File: src/rtl/dbg_hex_scanner.sv
// Walks NUM_WORDS debug words, snapshots each one and streams its eight hex
// characters (MS nibble first) into the character buffer over a valid/ready port.
module dbg_hex_scanner #(
  parameter int unsigned NUM_WORDS = 8,
  parameter int unsigned IDX_W     = 3,
  parameter int unsigned ADDR_W    = 11,
  parameter int unsigned BASE_ADDR = 0,
  parameter int unsigned STRIDE    = 16
) (
  input  logic              clk,
  input  logic              rst_n,
  input  logic              start,
  input  logic              auto,
  output logic [IDX_W-1:0]  word_sel,
  input  logic [31:0]       word_in,
  output logic [3:0]        nib_out,
  input  logic [7:0]        asc_in,
  output logic              wr_valid,
  input  logic              wr_ready,
  output logic [ADDR_W-1:0] wr_addr,
  output logic [7:0]        wr_data,
  output logic              busy,
  output logic              done
);

  localparam int unsigned CHAR_W = 3;
  localparam logic [CHAR_W-1:0] LAST_CHAR = '1;
  localparam logic [IDX_W-1:0]  LAST_IDX  = IDX_W'(NUM_WORDS - 1);

  typedef enum logic [1:0] {
    S_IDLE = 2'd0,
    S_SEL  = 2'd1,
    S_EMIT = 2'd2,
    S_DONE = 2'd3
  } state_t;

  state_t              r_state;
  state_t              w_state_nxt;
  logic [IDX_W-1:0]    r_idx;
  logic [IDX_W-1:0]    w_idx_nxt;
  logic [CHAR_W-1:0]   r_char;
  logic [CHAR_W-1:0]   w_char_nxt;
  logic [31:0]         r_shadow;
  logic [31:0]         w_shadow_nxt;
  logic [3:0]          r_nib;
  logic [3:0]          w_nib_nxt;
  logic                r_wr_valid;
  logic [ADDR_W-1:0]   r_wr_addr;
  logic [ADDR_W-1:0]   w_addr_nxt;
  logic                r_busy;
  logic                r_done;
  logic [4:0]          w_nib_lsb;

  // Next-state, counters and snapshot
  always_comb begin
    w_state_nxt  = r_state;
    w_idx_nxt    = r_idx;
    w_char_nxt   = r_char;
    w_shadow_nxt = r_shadow;
    case (r_state)
      S_IDLE: begin
        if (start) begin
          w_idx_nxt   = '0;
          w_state_nxt = S_SEL;
        end
      end
      S_SEL: begin
        w_shadow_nxt = word_in;
        w_char_nxt   = '0;
        w_state_nxt  = S_EMIT;
      end
      S_EMIT: begin
        if (wr_ready) begin
          if (r_char != LAST_CHAR) begin
            w_char_nxt = r_char + CHAR_W'(1);
          end else if (r_idx != LAST_IDX) begin
            w_idx_nxt   = r_idx + IDX_W'(1);
            w_state_nxt = S_SEL;
          end else begin
            w_state_nxt = S_DONE;
          end
        end
      end
      S_DONE: begin
        if (auto) begin
          w_idx_nxt   = '0;
          w_state_nxt = S_SEL;
        end else begin
          w_state_nxt = S_IDLE;
        end
      end
      default: w_state_nxt = S_IDLE;
    endcase
  end

  // Character c of the snapshot sits at bits [31-4c -: 4]; 7-c is ~c at 3 bits.
  always_comb begin
    w_nib_lsb  = {~w_char_nxt, 2'b00};
    w_nib_nxt  = (w_state_nxt == S_EMIT) ? w_shadow_nxt[w_nib_lsb +: 4] : 4'h0;
    w_addr_nxt = ADDR_W'(BASE_ADDR) + ADDR_W'(w_idx_nxt) * ADDR_W'(STRIDE)
               + ADDR_W'(w_char_nxt);
  end

  // State register with outputs registered from the next state
  always_ff @(posedge clk or negedge rst_n) begin
    if (!rst_n) begin
      r_state    <= S_IDLE;
      r_idx      <= '0;
      r_char     <= '0;
      r_shadow   <= '0;
      r_nib      <= '0;
      r_wr_valid <= 1'b0;
      r_wr_addr  <= '0;
      r_busy     <= 1'b0;
      r_done     <= 1'b0;
    end else begin
      r_state    <= w_state_nxt;
      r_idx      <= w_idx_nxt;
      r_char     <= w_char_nxt;
      r_shadow   <= w_shadow_nxt;
      r_nib      <= w_nib_nxt;
      r_wr_valid <= (w_state_nxt == S_EMIT);
      r_wr_addr  <= w_addr_nxt;
      r_busy     <= (w_state_nxt != S_IDLE);
      r_done     <= (w_state_nxt == S_DONE);
    end
  end

  // The converter is combinational from nib_out, so the data path passes straight through.
  assign wr_data  = r_wr_valid ? asc_in : 8'h00;
  assign word_sel = r_idx;
  assign nib_out  = r_nib;
  assign wr_valid = r_wr_valid;
  assign wr_addr  = r_wr_addr;
  assign busy     = r_busy;
  assign done     = r_done;

endmodule
File: config.mk
export PLATFORM = sky130hd
export DESIGN_NAME = dbg_hex_scanner
export DESIGN_NICKNAME = d
export VERILOG_FILES = /design/src/rtl/dbg_hex_scanner.sv
export SDC_FILE = /design/constraint.sdc
export NUM_CORES = 1
export LEC_CHECK = 0
export ABC_AREA = 1
export BUFFER_PORTS_ARGS = -buffer_cell sky130_fd_sc_hd__buf_2
export CAP_MARGIN = 25
export CELL_PAD_IN_SITES_DETAIL_PLACEMENT = 0
export CELL_PAD_IN_SITES_GLOBAL_PLACEMENT = 2
export CORE_AREA = 3 3 103 105
export CTS_BUF_LIST = sky130_fd_sc_hd__clkbuf_4
export CTS_CLUSTER_SIZE = 10
export DETAILED_ROUTE_END_ITERATION = 16
export DIE_AREA = 0 0 106 108
export GPL_TIMING_DRIVEN = 0
export PLACE_DENSITY = 0.79
export SLEW_MARGIN = 20
export SYNTH_ARGS = -nofsm -noshare
export SYNTH_HDL_FRONTEND = slang
export SYNTH_SLANG_ARGS = --single-unit
File: constraint.sdc
create_clock -name clk -period 1.7 [get_ports clk]
set_input_delay 0.17 -clock clk [delete_from_list [all_inputs] [get_ports clk]]
set_output_delay 0.17 -clock clk [all_outputs]
set_load 0.005 [all_outputs]
## Word-level counts from Yosys, hierarchy flattened

Index checks and enable logic that the tools add are counted.
W data, S select, Z words.

- Input port bits: 45
- Register bits: 55
- Word-level logic and storage cells: 41
- Output and inout bits: 29

- Multiplexer cells: 18
- Bitwise gates (word level): 1
- Reductions and logical operators: 2
- Equal/unequal tests: 7
- Shift operators: 1
- $add $sub $neg: 3

Operators with widths:

| cell | number |
|---|---|
| $mux W32 | 1 |
| $shiftx A32 B6 Y4 | 1 |
| $mux W3 | 7 |
| $pmux W3 S3 | 1 |
| $add A7 B3 Y8 | 1 |
| $eq A2 B2 Y1 const B | 4 |
| $mux W2 | 4 |
| $mux W8 | 1 |
| $pmux W2 S4 | 1 |
| $add A3 B1 Y3 const B | 2 |
| $ne A3 B3 Y1 const B | 2 |
| $pmux W3 S2 | 1 |
| $mux W4 | 1 |
| $not A3 Y3 | 1 |
| $eq A2 B1 Y1 const B | 1 |
| $logic_not A2 Y1 | 1 |
| $reduce_bool A2 Y1 | 1 |
| $mux W1 | 1 |

## Depth between registers and ports, before layout

Gate-level depths: netlist of the first run.

- Depth in word-level cells: 7
- Depth in mapped cells: 13
- Gate-level depth less buffers: 12

## Worst setup path before layout of the first run

OpenSTA, ideal clock, no wires.

- Kind: register -> register
- Start: reg r_state[0]
- End: reg r_nib[2] (netlist: nib_out[2])
- Required time: 1.583 ns
- Setup slack: 0.009 ns
- Period minus slack after synthesis: 1.691 ns
- Setup time: 0.117 ns
- Buffers on the path: 0
- Cell stages (with the launch flop): 13
- Arrival: 1.574 ns
- Cell sequence: dfrtp_1 inv_1 ha_1 nand2_1 clkinv_2 nand2_2 nand2_1 nand3_4 clkinv_2 nand3_1 nand2_1 nor2_1 nor2_1

- Cells in the longest elaborated chain, start to end: 5
- Elaborated cells between the ends (all ways): 14
- Those cells by class: 4 x eq/ne; 1 x shift; 7 x mux; 1 x bitwise; 1 x reduce/logical

Ends and longest elaborated chain:

| element | line | text |
|---|---|---|
| start: declaration | 37 | `state_t r_state;` |
| start signal: assignment | 117 | `r_state <= w_state_nxt;` |
| $eq A2 B2 Y1, or another cell as far along | 60 | `case (r_state)` |
| $pmux W3 S2 / $mux W2 (equally long branches) | 60, 73 |  |
| $not A3 Y3 / $pmux W2 S4 (equally long branches) | 98, 60 |  |
| $shiftx A32 B6 Y4 / $eq A2 B2 Y1 (equally long branches) | 99 | `w_nib_nxt = (w_state_nxt == S_EMIT) ? w_shadow_nxt[w_nib_lsb +: 4] : 4'h0;` |
| $mux W4 (*) | 99 |  |
| net w_nib_nxt[2] | 46 | `logic [3:0] w_nib_nxt;` |
| end signal: assignment | 121 | `r_nib <= w_nib_nxt;` |
| end: declaration | 45 | `logic [3:0] r_nib;` |

The timed path passes the listed nets; every way through them passes the cells marked *.

## Worst setup path after layout of the first run

- Start: reg r_state[0]
- End: reg r_nib[1] (netlist: nib_out[1])

Same word-level chain as after synthesis.

==> metrics.md, run 1 <==
| Metric | Value |
|---|---|
| Status | `finished, violations left` |
| Violated checks | `negative setup slack` |
| Placed Cells | `about 550` |
| Synth cell types | `32` |
| Post-layout min period | `between 1.5 and 2 ns` |
| Layout net count | `~500` |
| Startpoint types | `register` |
| Initial antenna violation count | `0` |
| Highest routed layer | `met4` |
| WL met3 | `~330 um` |
| Drt total wl | `a little over 7 mm` |
| Top-count cell post-synth | `nand2_1` |
| Metal2 WL | `around 3.5 mm` |
| Worst path most repeated cell | `nand2_4` |
| WL met1 | `3.350 mm` |
| Most frequent cells after synthesis | `nand2_1, inv_1, dfrtp_1` |
| Hold Path Class | `in2reg` |
| Crit path cell chain | `inv_2 -> ha_4 -> nand2_4 -> inv_4 -> nand2_4 -> nand2_4 -> nand3_4 -> clkbuf_16 -> nor2_1 -> nor2_2 -> nor2_2 -> nor2_4` |
| Crit Path Max Fanout | `5` |
| Share of the synthesized area in the top cell type | `45.15%` |
| Rows | `36` |
| Setup ws final | `-0.1069 ns` |
| DP Wirelength | `around 5.1 mm` |
| Die width | `106 um` |
| Via/cell ratio | `between 4 and 5` |
| Initial Utilization | `between 20% and 30%` |
| Antenna diode count | `0` |
| Global route total overflow | `0` |
| Area Growth Syn to Fin | `38.09%` |
| Share of cells above drive strength 1 | `37.41%` |
| Sequential power share | `24.1%` |
| Clock power share | `9.4%` |
| Longest Clk Path Bufs | `2` |
| Critical-path cell with the highest stage delay | `dfrtp_1` |
| Clock root cell | `clkbuf_4` |
| Yosys reg bits | `47` |
| Mean Syn Cell Area | `~7.6 um2` |
| Max Freq | `between 0.5 and 0.6 GHz` |
| Net Sw Frac | `between 40 and 50%` |
| Post-synth top flop | `dfrtp_1` |
| Synth area leader | `dfrtp_1` |
| Largest net degree at the start of global routing | `31` |
| Combinational power share | `about two thirds` |
| P_leak | `around 2 nW` |
| Crit. Startpoint | `r_state[0]$_DFF_PN0_` |
| Synthesized cell area | `around 0.0026 mm2` |
| Final Non-Filler Cells | `approximately 570` |
| Port bufs | `between 60 and 70` |
| Clock skew | `about 0.009 ns` |
| Final ANT Viol Nets | `0` |
| Max Cap Viol | `0` |
| Final setup violating endpoints | `4` |
| Fraction of the yosys area taken by sequential cells | `between 40% and 50%` |
| Critical path depth | `12` |
| Die area | `~0.011 mm2` |
| Period Utilization, post-route | `106.3%` |
| Synth async-reset ratio | `100.0%` |
| Pins Over Slew Limit | `0` |
| Drt initial violations | `between 80 and 90` |
| EDFF count, synth | `0` |
| Total track usage | `about an eighth` |
| Maximum vdd drop | `between 0.0006 and 0.0007 V` |
| Die height | `between 100 and 150 um` |
| GPL Wtd Cong | `0.7836` |
| WP buf/inv | `3` |
| Largest stage delay, worst path | `about 0.4 ns` |
| Critical R2R Capture | `nib_out[1]$_DFF_PN0_` |
| Unrepaired setup endpoints after global routing | `true` |
| DRC violations left | `0` |
| Vias in the first global route | `about 2400` |
| Reg clk slew, reported paths | `about 0.14 ns` |
| Final Hold Vio Count | `0` |
| Routed len/inst | `around 13 um` |
| Worst slack, placed | `-0.3442 ns` |
| Worst flop-to-flop path startpoint | `r_state[0]$_DFF_PN0_` |
| Critical path type | `reg2reg` |
| Syn Inst Count | `~340` |
| I/O pin count | `74` |
| First-pass GRT wire length | `roughly 12 mm` |
| DR vias | `between 2000 and 2500` |
| Int Power | `roughly 3.9 mW` |
| TritonRoute pass-1 iters | `4` |
| Crit path max-delay family | `simple AND/OR/NAND/NOR gates` |
| CP Data Arrival Time | `roughly 2.1 ns` |
| Critical Path End | `nib_out[1]$_DFF_PN0_` |
| Yosys warnings | `0` |
| Reg2reg path depth | `12` |
| Core Footprint | `between 0.009 and 0.01 mm2` |
| R2r setup slk | `-0.11 ns` |
| Worst Setup End Kind | `register` |
| PwrDens | `~2000 mW/mm2` |
| H-tree depth | `2` |
| CTS tree | `built` |
| Total CTS buffers | `5` |
| Synth area leaders | `dfrtp_1, nand2_1, inv_1` |
| P_sw | `3.267 mW` |
| Clk Latency, worst-skew pair | `between 0.3 and 0.4 ns` |
| Clock sink count | `47` |
| Worst Path Required | `1.97 ns` |
## how the worst min path moves through the flow
| stage | start | to | slack, ns | cells past startpoint |
|---|---|---|---|---|
| floorplan | rst_n | asynchronous set/reset pin | -0.13 | 0 |
| global placement | word_in[11] | r_shadow[11]$_DFF_PN0_ | 0.41 | 3 |
| detailed placement | rst_n | done$_DFF_PN0_ | 0.15 | 1 |
| CTS | word_in[11] | r_shadow[11]$_DFF_PN0_ | 0.01 | 3 |
| global route | word_in[25] | r_shadow[25]$_DFF_PN0_ | 0.03 | 3 |
| finish | word_in[11] | r_shadow[11]$_DFF_PN0_ | 0.03 | 3 |
## cell families after synthesis
group | after synthesis | synth area share, %
DFF | 47 | 45.15
and+or+nand+nor | 150 | 26.08
adders and majority gates | 6 | 2.882
AOI/OAI and AO/OA | 34 | 7.589
buffers and inverters | 102 | 17.39
muxes | 2 | 0.7685
other | 1 | 0.1440
## cells in the final DEF (no fill, tap or decap), types with 11 or more instances in the layout
cell type	instances
buf_2	70
o21ai_1	11
buf_4	21
nand4_1	13
dfrtp_1	46
inv_2	11
inv_1	67
nor2_1	15
nand3_1	12
nand2_1	79
## state kept, by name, summed over array words and instances, names as in the netlist, named ones only
register / cells
busy: 1
done: 1
nib_out: 4
r_char: 2
r_shadow: 32
r_state: 2
wr_addr: 1
wr_valid: 1
## layout make-up
class                           instances  area (um2)
Sequential cell                        47        1177
Multi-Input combinational cell        197        1134
Clock buffer                            5       37.54
Timing Repair Buffer                   86       539.3
Tap cell                              133       166.4
Fill cell                            1086        6132
Clock inverter                          3       38.79
Inverter                               81       312.8
Buffer                                 21       186.4
Timing Repair inverter                  1       5.005
## stage by stage
step                      hold slack, ns  area (um2)  utilization (%)  TNS [ns]  total power, mW
final                            0.03426        3597            36.97   -0.3697            7.209
after global routing             0.02608        3597            36.97   -0.7697            7.936
after CTS                        0.01154        3407            35.02   -0.1774            6.580
after detailed placement          0.1488        3147            32.34    -1.476            5.275
after global placement            0.4143        3127            32.14    -1.246            5.221
after floorplan                  -0.1256        2620                -         0            4.317
## per-layer routing
metal,global-route usage (%),vias to the layer above
met5,0,-
met2,22.45,61
met3,2.507,4
met4,2.775,0
li1,-,1226
met1,16.57,1085
## what timing repair did
item,in CTS,in global routing
hold buffers,1,0
pin swaps,5,11
gates resized for setup,31,33
hold endpoints to repair,17,0
buffers inserted,10,4
endpoints found under the setup margin,12,7
gates cloned,1,2
## power by group through the flow
stage / logic, mW / clock network [mW] / registers [mW]
global placement: 3.46 / 0 / 1.76
finish: 4.79 / 0.677 / 1.74
detailed placement: 3.50 / 0 / 1.77
CTS: 4.12 / 0.712 / 1.74
global route: 5.40 / 0.745 / 1.79
floorplan: 2.57 / 0 / 1.75
## tightest hold or removal path: stages
cell,delay [ns]
buf_2,0.08
nand2_1,0.04
nand2_1,0.07
Note: power is estimated with default switching activity, not from simulation.
==> inputs of run 2 (changes only) <==
--- a/config.mk
+++ b/config.mk
@@ -6,6 +6,7 @@
 export NUM_CORES = 1
 export LEC_CHECK = 0
 export ABC_AREA = 1
+export ABC_CLOCK_PERIOD_IN_PS = 1700
 export BUFFER_PORTS_ARGS = -buffer_cell sky130_fd_sc_hd__buf_2
 export CAP_MARGIN = 25
 export CELL_PAD_IN_SITES_DETAIL_PLACEMENT = 0
@@ -16,6 +17,7 @@
 export DETAILED_ROUTE_END_ITERATION = 16
 export DIE_AREA = 0 0 106 108
 export GPL_TIMING_DRIVEN = 0
+export MAX_ROUTING_LAYER = met4
 export PLACE_DENSITY = 0.79
 export SLEW_MARGIN = 20
 export SYNTH_ARGS = -nofsm -noshare
==> run 2 against run 1 <==
The flow still finishes with violations (negative setup slack). Worst setup slack worse by 0.012 ns. Non-clock buffer count unchanged. First-iteration DRC count down 23%. Final area is 0.14% higher. Critical path depth rose by 1. Critical endpoint unchanged. Largest power group unchanged.
==> metrics.md, run 2 (synthesized netlist as in run 1, its figures left out) <==
| Metric | Value |
|---|---|
| DR vias | `2382 (+0.25%)` |
| Area of the multi-input gates | `0.001139 mm2 (+0.44%)` |
| Port bufs | `68 (unchanged)` |
| Max Cap Viol | `0 (unchanged)` |
| TritonRoute pass-1 iters | `4 (unchanged)` |
| Maximum vdd drop | `0.0006682 V (+4.2%)` |
| Drt total wl | `7.249 mm (-0.21%)` |
| Total CTS buffers | `5 (unchanged)` |
| Biggest register | `r_shadow` |
| CP Data Arrival Time | `2.08 ns (about the same)` |
| Reg area | `0.001177 mm2 (unchanged)` |
| First-pass GRT wire length | `11.62 mm (unchanged)` |
| DRC violations left | `0 (unchanged)` |
| H-tree depth | `2 (unchanged)` |
| Antenna diode count | `0 (unchanged)` |
| Final Hold Vio Count | `0 (unchanged)` |
| Clk Latency, worst-skew pair | `0.36 ns (about the same)` |
| Pins Over Slew Limit | `0 (unchanged)` |
| Die height | `108 um (unchanged)` |
| Clock sink count | `47 (unchanged)` |
| Die width | `106 um (unchanged)` |
| Post-layout min period | `1.819 ns (+0.01185 ns)` |
| CTS tree | `built` |
| Critical path type | `reg2reg` |
| I/O pin count | `74 (unchanged)` |
| Clock skew | `0.01119 ns (+0.002160 ns)` |
| Die area | `0.01145 mm2 (unchanged)` |
| Unrepaired setup endpoints after global routing | `true` |
| Drt initial violations | `68 (-23%)` |
| Placement Cell Area | `0.003147 mm2 (unchanged)` |
| Total track usage | `13.22% (+0.38 points)` |
| Global route total overflow | `0 (unchanged)` |
| Max Freq | `0.5498 GHz (-0.65%)` |
| P_leak | `2.041 nW (+0.20%)` |
| # fillers | `1086 (unchanged)` |
| Routed len/inst | `12.63 um (-0.21%)` |
| Setup ws final | `-0.1188 ns (-0.01185 ns)` |
| Final ANT Viol Nets | `0 (unchanged)` |
| Largest net degree at the start of global routing | `31 (unchanged)` |
| Worst Path Required | `1.97 ns (about the same)` |
| Initial antenna violation count | `0 (unchanged)` |
| Crit Path Max Fanout | `5 (unchanged)` |
| Worst Setup End Kind | `register` |
| Longest Clk Path Bufs | `2 (unchanged)` |
| GPL Wtd Cong | `0.7945 (+1.4%)` |
| Status | `finished, violations left` |
| DP Wirelength | `5.103 mm (unchanged)` |
| Clock root cell | `clkbuf_4` |
| Via/cell ratio | `4.150 (+0.25%)` |
| Reg clk slew, reported paths | `0.14 ns (about the same)` |
| Final setup violating endpoints | `4 (unchanged)` |
| Post-Route Setup TNS | `-0.4094 ns (-0.03961 ns)` |
| Area Growth Syn to Fin | `38.28%` |
| Design Power | `7.225 mW (+0.22%)` |
| Max FFs per register | `32 (unchanged)` |
| Vias in the first global route | `2372 (+0.13%)` |
| Period Utilization, post-route | `107.0% (+0.70 points)` |
| Final instance area | `0.003602 mm2 (+0.14%)` |
| Rows | `36 (unchanged)` |
| PwrDens | `2006 mW/mm2 (about the same)` |
| Core Footprint | `0.009729 mm2 (unchanged)` |
| Hold Path Class | `in2reg` |
| Layout net count | `491 (unchanged)` |
| Commonest non-fill, non-tap cell in the layout | `nand2_1` |
| Share of cells above drive strength 1 | `37.64% (+0.23 points)` |
| Worst slack, placed | `-0.3442 ns (unchanged)` |
| Most frequent cells in the layout | `nand2_1, buf_2, inv_1` |
| Initial Utilization | `26.77% (unchanged)` |
| Startpoint types | `register` |
| Violated checks | `negative setup slack` |
-- run 2: path summary, 6_finish.rpt --
path	to	cells after the start	start	slack (ns)
worst min register to register	r_shadow[22]$_DFF_PN0_	2	r_shadow[22]$_DFF_PN0_	0.49
max in group asynchronous	r_char[0]$_DFF_PN0_	3	rst_n	0.89
worst min-delay path	r_shadow[11]$_DFF_PN0_	3	word_in[11]	0.04
min in group asynchronous	asynchronous set/reset pin	2	rst_n	0.28
worst max-delay path	nib_out[1]$_DFF_PN0_	13	r_state[1]$_DFF_PN0_	-0.12
worst max register to register	nib_out[1]$_DFF_PN0_	13	r_state[1]$_DFF_PN0_	-0.12
-- run 2: timing repair --
item,CTS,global route
hold buffers,1,0
pin swaps,5,11
resized for setup,31,34
endpoints found under the hold margin,17,0
cloned,1,2
endpoints found under the setup margin,12,7
buffers inserted,10,4
-- run 2: critical path: stages (launching register included) --
cell,delay [ns]
dfrtp_1,0.42
inv_2,0.12
ha_4,0.23
nand2_4,0.06
inv_4,0.05
nand2_4,0.06
nand2_4,0.07
nand3_4,0.14
clkbuf_16,0.17
nand2_1,0.05
nand3_1,0.07
nand2_1,0.07
nor2_2,0.16
nor2_4,0.04
-- run 2: power by group --
| part | internal, mW | switching [mW] |
|---|---|---|
| sequential | 1.60 | 0.143 |
| clock | 0.303 | 0.372 |
| combinational | 2.05 | 2.76 |
-- run 2: stage by stage --
stage / hold WS, ns / util [%] / std cells
6_report: 0.03556 / 37.02 / 574
5_1_grt: 0.02610 / 37.02 / 574
4_1_cts: 0.01154 / 35.02 / 568
3_5_place_dp: 0.1488 / 32.34 / 548
3_3_place_gp: 0.4143 / 32.14 / 547
2_1_floorplan: -0.1256 / - / 346
-- run 2: cell type report --
cell class / instances / share of cell area (%)
plain buffers: 21 / 5.175
clock buffers: 5 / 1.042
clock inverters: 3 / 1.077
inverters: 81 / 8.684
multi-input cells: 197 / 31.61
flip-flops and latches: 47 / 32.69
well taps: 133 / 4.620
repair buffers: 86 / 14.97
repair inverters: 1 / 0.1389
-- run 2: layer usage --
layer,share of wire [%],up-vias,global-route usage (%)
li1,-,1226,-
met5,0,-,-
met4,0.59,0,2.775
met2,49,58,22.45
met1,47,1094,16.68
met3,3.7,4,2.328
